### config.mk
export PLATFORM = sky130hd
export DESIGN_NAME = cdc_xfer_sched
export DESIGN_NICKNAME = d
export VERILOG_FILES = /design/src/rtl/cdc_xfer_sched.sv
export SDC_FILE = /design/constraint.sdc
export NUM_CORES = 1
export LEC_CHECK = 0
export CORE_AREA = 2 2 62 64
export CTS_CLUSTER_DIAMETER = 120
export DETAILED_ROUTE_END_ITERATION = 16
export DIE_AREA = 0 0 64 66
export GPL_TIMING_DRIVEN = 0
export MAX_ROUTING_LAYER = met4
export PLACE_DENSITY_LB_ADDON = 0.1
export SETUP_SLACK_MARGIN = 0.2
export SLEW_MARGIN = 10
export SYNTH_ARGS = -nofsm -noshare
export SYNTH_HDL_FRONTEND = slang
export SYNTH_SLANG_ARGS = --single-unit
### constraint.sdc
create_clock -name Aclk -period 2 [get_ports Aclk]
set_input_delay 0.6 -clock Aclk [delete_from_list [all_inputs] [get_ports Aclk]]
set_output_delay 0.6 -clock Aclk [all_outputs]
set_load 0.01 [all_outputs]
### src/rtl/cdc_xfer_sched.sv
// Round-robin scheduler that shares one clock-domain-crossing hold register among NREQ requesters.
// Everything runs on Aclk; Bclk_in is only ever sampled as data through the synchronizer chain.
module cdc_xfer_sched #(
    parameter int NREQ       = 4,
    parameter int DW         = 8,
    parameter int HOLD_EDGES = 2
) (
    input  logic                    Aclk,
    input  logic                    reset,
    input  logic                    Bclk_in,
    input  logic [NREQ-1:0]         req,
    input  logic [NREQ*DW-1:0]      data_in,
    output logic [NREQ-1:0]         ack,
    output logic [DW-1:0]           hold_data,
    output logic                    hold_valid,
    output logic [$clog2(NREQ)-1:0] grant_id,
    output logic                    busy
);

    localparam int GW = $clog2(NREQ);
    localparam int CW = $clog2(HOLD_EDGES + 1);
    localparam logic [GW:0]   NREQ_W   = (GW+1)'(NREQ);
    localparam logic [CW-1:0] EDGE_MAX = CW'(HOLD_EDGES);

    typedef enum logic [1:0] {IDLE, LOAD, HOLD, ACK} xferState;

    xferState          stateReg, stateNext;
    logic [3:0]        syncReg;
    logic              edgePulse;
    logic [GW-1:0]     rrReg, rrNext;
    logic [GW-1:0]     grantReg, grantNext;
    logic [DW-1:0]     holdReg, holdNext;
    logic              validReg, validNext;
    logic [CW-1:0]     edgeCntReg, edgeCntNext;

    logic [DW-1:0]     slice [NREQ];
    logic [2*NREQ-1:0] reqTwice;
    logic [NREQ-1:0]   reqRot;
    logic [GW-1:0]     rotPos;
    logic [GW:0]       winSum;
    logic [GW-1:0]     winner;
    logic [GW:0]       grantInc;
    logic [GW-1:0]     rrWrap;

    genvar gi;
    generate
        for (gi = 0; gi < NREQ; gi++) begin : g_slice
            assign slice[gi] = data_in[gi*DW +: DW];
        end
    endgenerate

    // Rotate the request vector so the search always starts at bit 0, then map back.
    assign reqTwice = {req, req};
    assign reqRot   = reqTwice[rrReg +: NREQ];

    always_comb begin
        rotPos = '0;
        for (int k = NREQ - 1; k >= 0; k--) begin
            if (reqRot[k]) begin
                rotPos = GW'(k);
            end
        end
    end

    always_comb begin
        winSum = {1'b0, rrReg} + {1'b0, rotPos};
        if (winSum >= NREQ_W) begin
            winSum = winSum - NREQ_W;
        end
    end

    assign winner   = winSum[GW-1:0];
    assign grantInc = {1'b0, grantReg} + (GW+1)'(1);
    assign rrWrap   = (grantInc == NREQ_W) ? '0 : grantInc[GW-1:0];

    // s1..s4 live in syncReg[0..3]; s4 exists only to detect the rise of s3.
    always_ff @(posedge Aclk or negedge reset) begin
        if (!reset) begin
            syncReg <= '0;
        end else begin
            syncReg <= {syncReg[2:0], Bclk_in};
        end
    end

    assign edgePulse = syncReg[2] & ~syncReg[3];

    always_ff @(posedge Aclk or negedge reset) begin
        if (!reset) begin
            stateReg   <= IDLE;
            rrReg      <= '0;
            grantReg   <= '0;
            holdReg    <= '0;
            validReg   <= 1'b0;
            edgeCntReg <= '0;
        end else begin
            stateReg   <= stateNext;
            rrReg      <= rrNext;
            grantReg   <= grantNext;
            holdReg    <= holdNext;
            validReg   <= validNext;
            edgeCntReg <= edgeCntNext;
        end
    end

    always_comb begin
        stateNext   = stateReg;
        rrNext      = rrReg;
        grantNext   = grantReg;
        holdNext    = holdReg;
        validNext   = validReg;
        edgeCntNext = edgeCntReg;
        ack         = '0;
        unique case (stateReg)
            IDLE: begin
                if (|req) begin
                    grantNext = winner;
                    stateNext = LOAD;
                end
            end
            LOAD: begin
                holdNext    = slice[grantReg];
                validNext   = 1'b1;
                edgeCntNext = '0;
                stateNext   = HOLD;
            end
            HOLD: begin
                // Count and exit test share the cycle of the final edge pulse.
                if (edgePulse) begin
                    if (edgeCntReg != EDGE_MAX) begin
                        edgeCntNext = edgeCntReg + CW'(1);
                    end
                    if (edgeCntNext == EDGE_MAX) begin
                        stateNext = ACK;
                    end
                end
            end
            ACK: begin
                ack[grantReg] = 1'b1;
                validNext     = 1'b0;
                rrNext        = rrWrap;
                stateNext     = IDLE;
            end
            default: begin
                stateNext = IDLE;
            end
        endcase
    end

    assign hold_data  = holdReg;
    assign hold_valid = validReg;
    assign grant_id   = grantReg;
    assign busy       = (stateReg != IDLE);

endmodule

* Word level (Yosys, flattened, before mapping) *
Cells that the tools add are included.

storage, ports and cells
  logic and storage cells = 59
  flip-flop bits (word level) = 21

operators by class
  reductions and logical operators = 9
  magnitude comparators = 4
  add/sub/neg operators = 4
  muxes and demuxes = 22
  equal/unequal tests = 9
  bitwise gates (word level) = 3
  shift-type cells = 1

operator list
  cell                                                                                  count
  2-bit two-way mux                                                                     13
  8-bit binary-select mux with 2-bit select                                             1
  8-bit two-way mux                                                                     2
  2-bit inequality test (second input constant)                                         4
  2-bit one-hot mux with 4 select lines                                                 1
  8-bit by 3-bit indexed part select with 4-bit output                                  1
  2-bit == test (second input constant)                                                 3
  3-bit greater-or-equal comparator (second input constant)                             2
  2-bit nonzero test                                                                    3
  4-bit two-way mux                                                                     1
  2-bit one-hot mux with 2 select lines                                                 1
  2-bit AND reduction                                                                   2
  4-bit OR reduction                                                                    1
  2-bit by 1-bit adder with 3-bit output (second input constant)                        1
  2-bit by 2-bit adder with 3-bit output                                                1
  3-bit == test (second input constant)                                                 1
  2-bit by 3-bit < comparator with 1-bit output (second input constant)                 1
  2-bit NOT with 3-bit output                                                           1
  3-bit AND reduction                                                                   1
  2-bit by 1-bit adder with 2-bit output (second input constant)                        1
  1-bit demux with 2-bit select                                                         1
  2-bit by 1-bit == test with 1-bit output (second input constant)                      1
  2-bit by 1-bit greater-or-equal comparator with 1-bit output (second input constant)  1
  2-bit logical NOT                                                                     1
  other kinds (6)                                                                       6

* Depth between registers and ports, before layout *
  word-level depth = 8
  gate-level depth with buffers = 10
  mapped depth without buffers = 9

* Least setup slack after synthesis *
OpenSTA, ideal clock, no wires.

  path kind = input to register
  start point = input port req[0]
  end point = register grantReg[1] (netlist: grant_id[1])
  data arrival time = 2.073 ns
  buffers on the path = 0
  library setup time = 0.080 ns
  stages = 9
  path slack = -0.153 ns
  cell sequence = inv_1 > o21ai_0 > a21oi_1 > o31a_1 > ha_1 > xnor2_1 > or2_1 > a311o_2 > o211ai_2

on the way
  longest elaborated chain between the ends = 8
  elaborated cells between the ends (all ways) = 11
  those cells by class = add/sub: 2; order compare: 1; shift: 1; mux: 5; reduce/logical: 2

ends and longest elaborated chain
  element                                                                                           line    source
  start: declaration                                                                                11      input logic [NREQ-1:0] req,
  8-bit by 3-bit indexed part select with 4-bit output                                              54      assign reqRot = reqTwice[rrReg +: NREQ];
  2-bit two-way mux (4 in series)                                                                   59      if (reqRot[k]) begin
  2-bit by 2-bit adder with 3-bit output                                                            66      winSum = {1'b0, rrReg} + {1'b0, rotPos};
  3-bit greater-or-equal comparator or 2-bit by 1-bit subtractor with 2-bit output (tied branches)  67, 68
  2-bit two-way mux                                                                                 67      if (winSum >= NREQ_W) begin
  end signal: assignment                                                                            98      grantReg <= grantNext;
  end: declaration                                                                                  31      logic [GW-1:0] grantReg, grantNext;

Several ways; a longest one is shown, not always the timed one.
A chain may end at the register's enable or synchronous reset.

* Final worst setup path *
  start point = register rrReg[1]
  end point = register grantReg[1] (netlist: grant_id[1])

on the way
  longest elaborated chain between the ends = 8
  elaborated cells between the ends (all ways) = 9
  those cells by class = add/sub: 2; order compare: 1; shift: 1; mux: 5

ends and longest elaborated chain
  element                                                                                           line    source
  start: declaration                                                                                30      logic [GW-1:0] rrReg, rrNext;
  start signal: assignment                                                                          97      rrReg <= rrNext;
  8-bit by 3-bit indexed part select with 4-bit output                                              54
  2-bit two-way mux (4 in series)                                                                   59
  2-bit by 2-bit adder with 3-bit output (*)                                                        66
  3-bit greater-or-equal comparator or 2-bit by 1-bit subtractor with 2-bit output (tied branches)  67, 68
  2-bit two-way mux (*)                                                                             67

Mark *: on every way between the ends. The rest lies on a longest branch, timed or not.

==> flow_summary.yaml <==
run_status:
  outcome: "complete, no violations"
sta:
  fin_crit_sh: 0.980
  hold_viol_final: 0
  fin_skew_ps: 2.21
  slew_headroom: 0.367
  layout_min_cycle_time_ps: 1960
  fin_hold_ws_ps: 379
  setup_violations: 0
  fin_setup_tns_ps: 0
  clock.fmax_mhz: 510
  rsz0062_at_grt: "yes"
  drv_slew: 0
  finalWorstSetupSlack_ps: 39.8
  worst_slew_pin_slew_ps: 947
logic_synthesis:
  synth_cells: 112
  netlist_top_cells_area: "dfrtp_1 39%, mux4_2 13%, ha_1 9.2%, mux2_2 9.1%, nand3b_1 2.8%"
  yosysTopAreaCell: "dfrtp_1"
  ys_types: 35
  ys.flop_type: "dfrtp_1"
  avgSynthCellArea_um2: 12.1
  netlist_area_um2: 1350
  synth_nets: 161
  synth-seq-cells: 21
  ys_seq_area_frac: 0.388
  synth_top_area_share: 0.388
  synth-async-reset-ratio: 1.00
  synth_edf_count: 0
  ys_warn_count: 0
setup_path:
  path_class: "flip-flop to flip-flop"
  reg2reg_depth: 9
  arrival_ps: 2180
  rr_startpoint: "rrReg[1]"
  required_ps: 2220
  r2r_end: "grant_id[1]"
  endpoint_kind: "flip-flop"
  cp-start-kind: "flip-flop"
  r2r_slack_ps: 40
  path_max_fanout: 6
floorplanning:
  core_area_um2: 3550
  rows: 22
  die_h_um: 66
  start_util: 0.381
  die_w_um: 64
  io-pin-count: 55
  die-area_um2: 4220
detailed_routing:
  vias: 1144
  route.detailed.drc: 0
  viasPerCell: 4.93
  first_iter_violations: 44
  ant_nets: 0
  routedWlPerCell_um: 14.6
  drt_wl_total_mm: 3.38
  dr.pass1.iters: 5
global_route:
  antenna_found_initial: 0
  grt_pass1_wl_mm: 5.33
  grt_pass1_vias: 1207
  overflow: 0
  grt_max_degree: 22
  track_usage: 0.166
layout:
  area_delta_synth_final_pct: 64.1
  nets: 234
  final_cell_count_no_fill: 232
  diodes: 0
  final_layout_size_suffix_gt1_frac: 0.402
  fillers: 300
power:
  vdd_drop_max_mv: 0.539
  leakagePower_nw: 0.931
  power_w: 0.00288
  power.density_nw_per_um2: 1300
worst_hold_path:
  min_path_type: "flip-flop to flip-flop"
  hp-start: "syncReg[0]"
  holdPathStages: 0
  whs_endpoint: "syncReg[1]"
clock_tree:
  clkTransAtPathRegs_ps: 110
  clock-sinks: 21
  insertion_delay_ps: 290
  root_buffer: "clkbuf_4"
  cts_max_level: 1
  cts_buffer_depth: 2
  numCtsBuffers: 3
  cts_tree: "built"
placement:
  hpwl_mm: 2.42
  dp.cells: 212
  io_buffers: 52
  pre_cts_ws_ps: -754
  gp_congestion: 0.712
run:
  drv_cap: 0
==> flip-flops by register name (all words and copies together) (netlist names) <==
signal,flops
grant_id,2
rrReg,2
hold_valid,1
syncReg,4
hold_data,8
stateReg,2
edgeCntReg,2
==> how the worst max path moves through the flow <==
stage                             end  depth (start not counted)   startpoint
after CTS                      ack[3]                          4  grant_id[0]
final                     grant_id[1]                          9     rrReg[1]
after floorplan           grant_id[1]                          9       req[3]
after global routing      grant_id[1]                          9     rrReg[1]
after global placement    grant_id[1]                         10       req[0]
after detailed placement  grant_id[1]                         10       req[0]
==> final cells by class <==
cell class,count,area [um2],area share
Clock buffer,4,26.3,0.0118
Timing Repair Buffer,68,644,0.290
Multi-Input combinational cell,77,853,0.384
Inverter,8,45.0,0.0203
Sequential cell,21,527,0.237
Tap cell,48,60.1,0.0270
Buffer,6,66.3,0.0298
==> power by group <==
group | switching [W] | internal (W)
clock network | 0.000123 | 0.0000775
logic | 0.000819 | 0.00112
registers | 0.000129 | 0.000609
==> metrics by stage <==
stage	util	instance area (um2)
after floorplan	-	1360
after global placement	0.545	1940
after CTS	0.601	2130
after global routing	0.626	2220
after detailed placement	0.545	1940
final	0.626	2220
==> cells by family (layout without fill, tap and decap cells) <==
| family | Yosys count | in the layout | share of synthesized area |
|---|---|---|---|
| compound gates | 17 | 17 | 0.108 |
| xor+xnor | 1 | 1 | 0.00647 |
| fa+ha+maj | 10 | 10 | 0.0924 |
| buf+inv | 14 | 86 | 0.0490 |
| flops | 21 | 21 | 0.388 |
| mux | 20 | 20 | 0.233 |
| simple gates | 29 | 29 | 0.123 |
==> timing repair <==
action | in CTS | in global routing
hold buffers | 0 | 0
setup endpoints to repair | 18 | 8
pin swaps | 6 | 5
cloned | 0 | 0
setup buffers | 13 | 3
hold endpoints to repair | 0 | 0
gates resized for setup | 70 | 19
==> synthesized netlist by cell type (2+ instances only) <==
master / n
a22o_1: 2
or3b_1: 3
a21oi_1: 2
mux4_2: 8
nand3b_1: 5
clkbuf_1: 2
nor2_1: 5
inv_1: 8
nand2_1: 6
buf_2: 2
and2_1: 4
o21ai_0: 2
nand2b_1: 2
mux2_2: 11
dfrtp_1: 21
ha_1: 10
==> cell usage in the layout, fill, tap and decap left out, drive strengths merged, types with 2 or more instances in the layout <==
master	synthesis	final
inv	8	7
nand2b	2	2
buf	4	26
clkdlybuf4s50	0	34
a22o	2	2
nand3b	5	5
mux4	8	8
and2	4	4
nand2	6	6
o211ai	2	2
clkbuf	2	7
a211oi	2	2
nor2	5	5
o21ai	2	2
mux2	12	12
or3b	3	3
dlygate4sd2	0	10
ha	10	10
dfrtp	21	21
a21oi	2	2
==> routing by layer <==
metal | global-route usage | share of wire | vias to the layer above
li1 | - | - | 554
met1 | 0.181 | 0.40 | 548
met2 | 0.307 | 0.53 | 38
met3 | 0.0221 | 0.055 | 4
met4 | 0.0652 | 0.010 | 0
met5 | - | 0 | -
==> critical path, cell delays in order (launching register included) <==
cell and delay (ps):
dfrtp_1 420, buf_6 140, o21ai_2 110, a21oi_1 70, o31a_1 250, ha_2 170
xnor2_1 130, or2_1 210, a311o_2 320, o211ai_2 70
No activity file was read; power rests on OpenSTA's default activity.
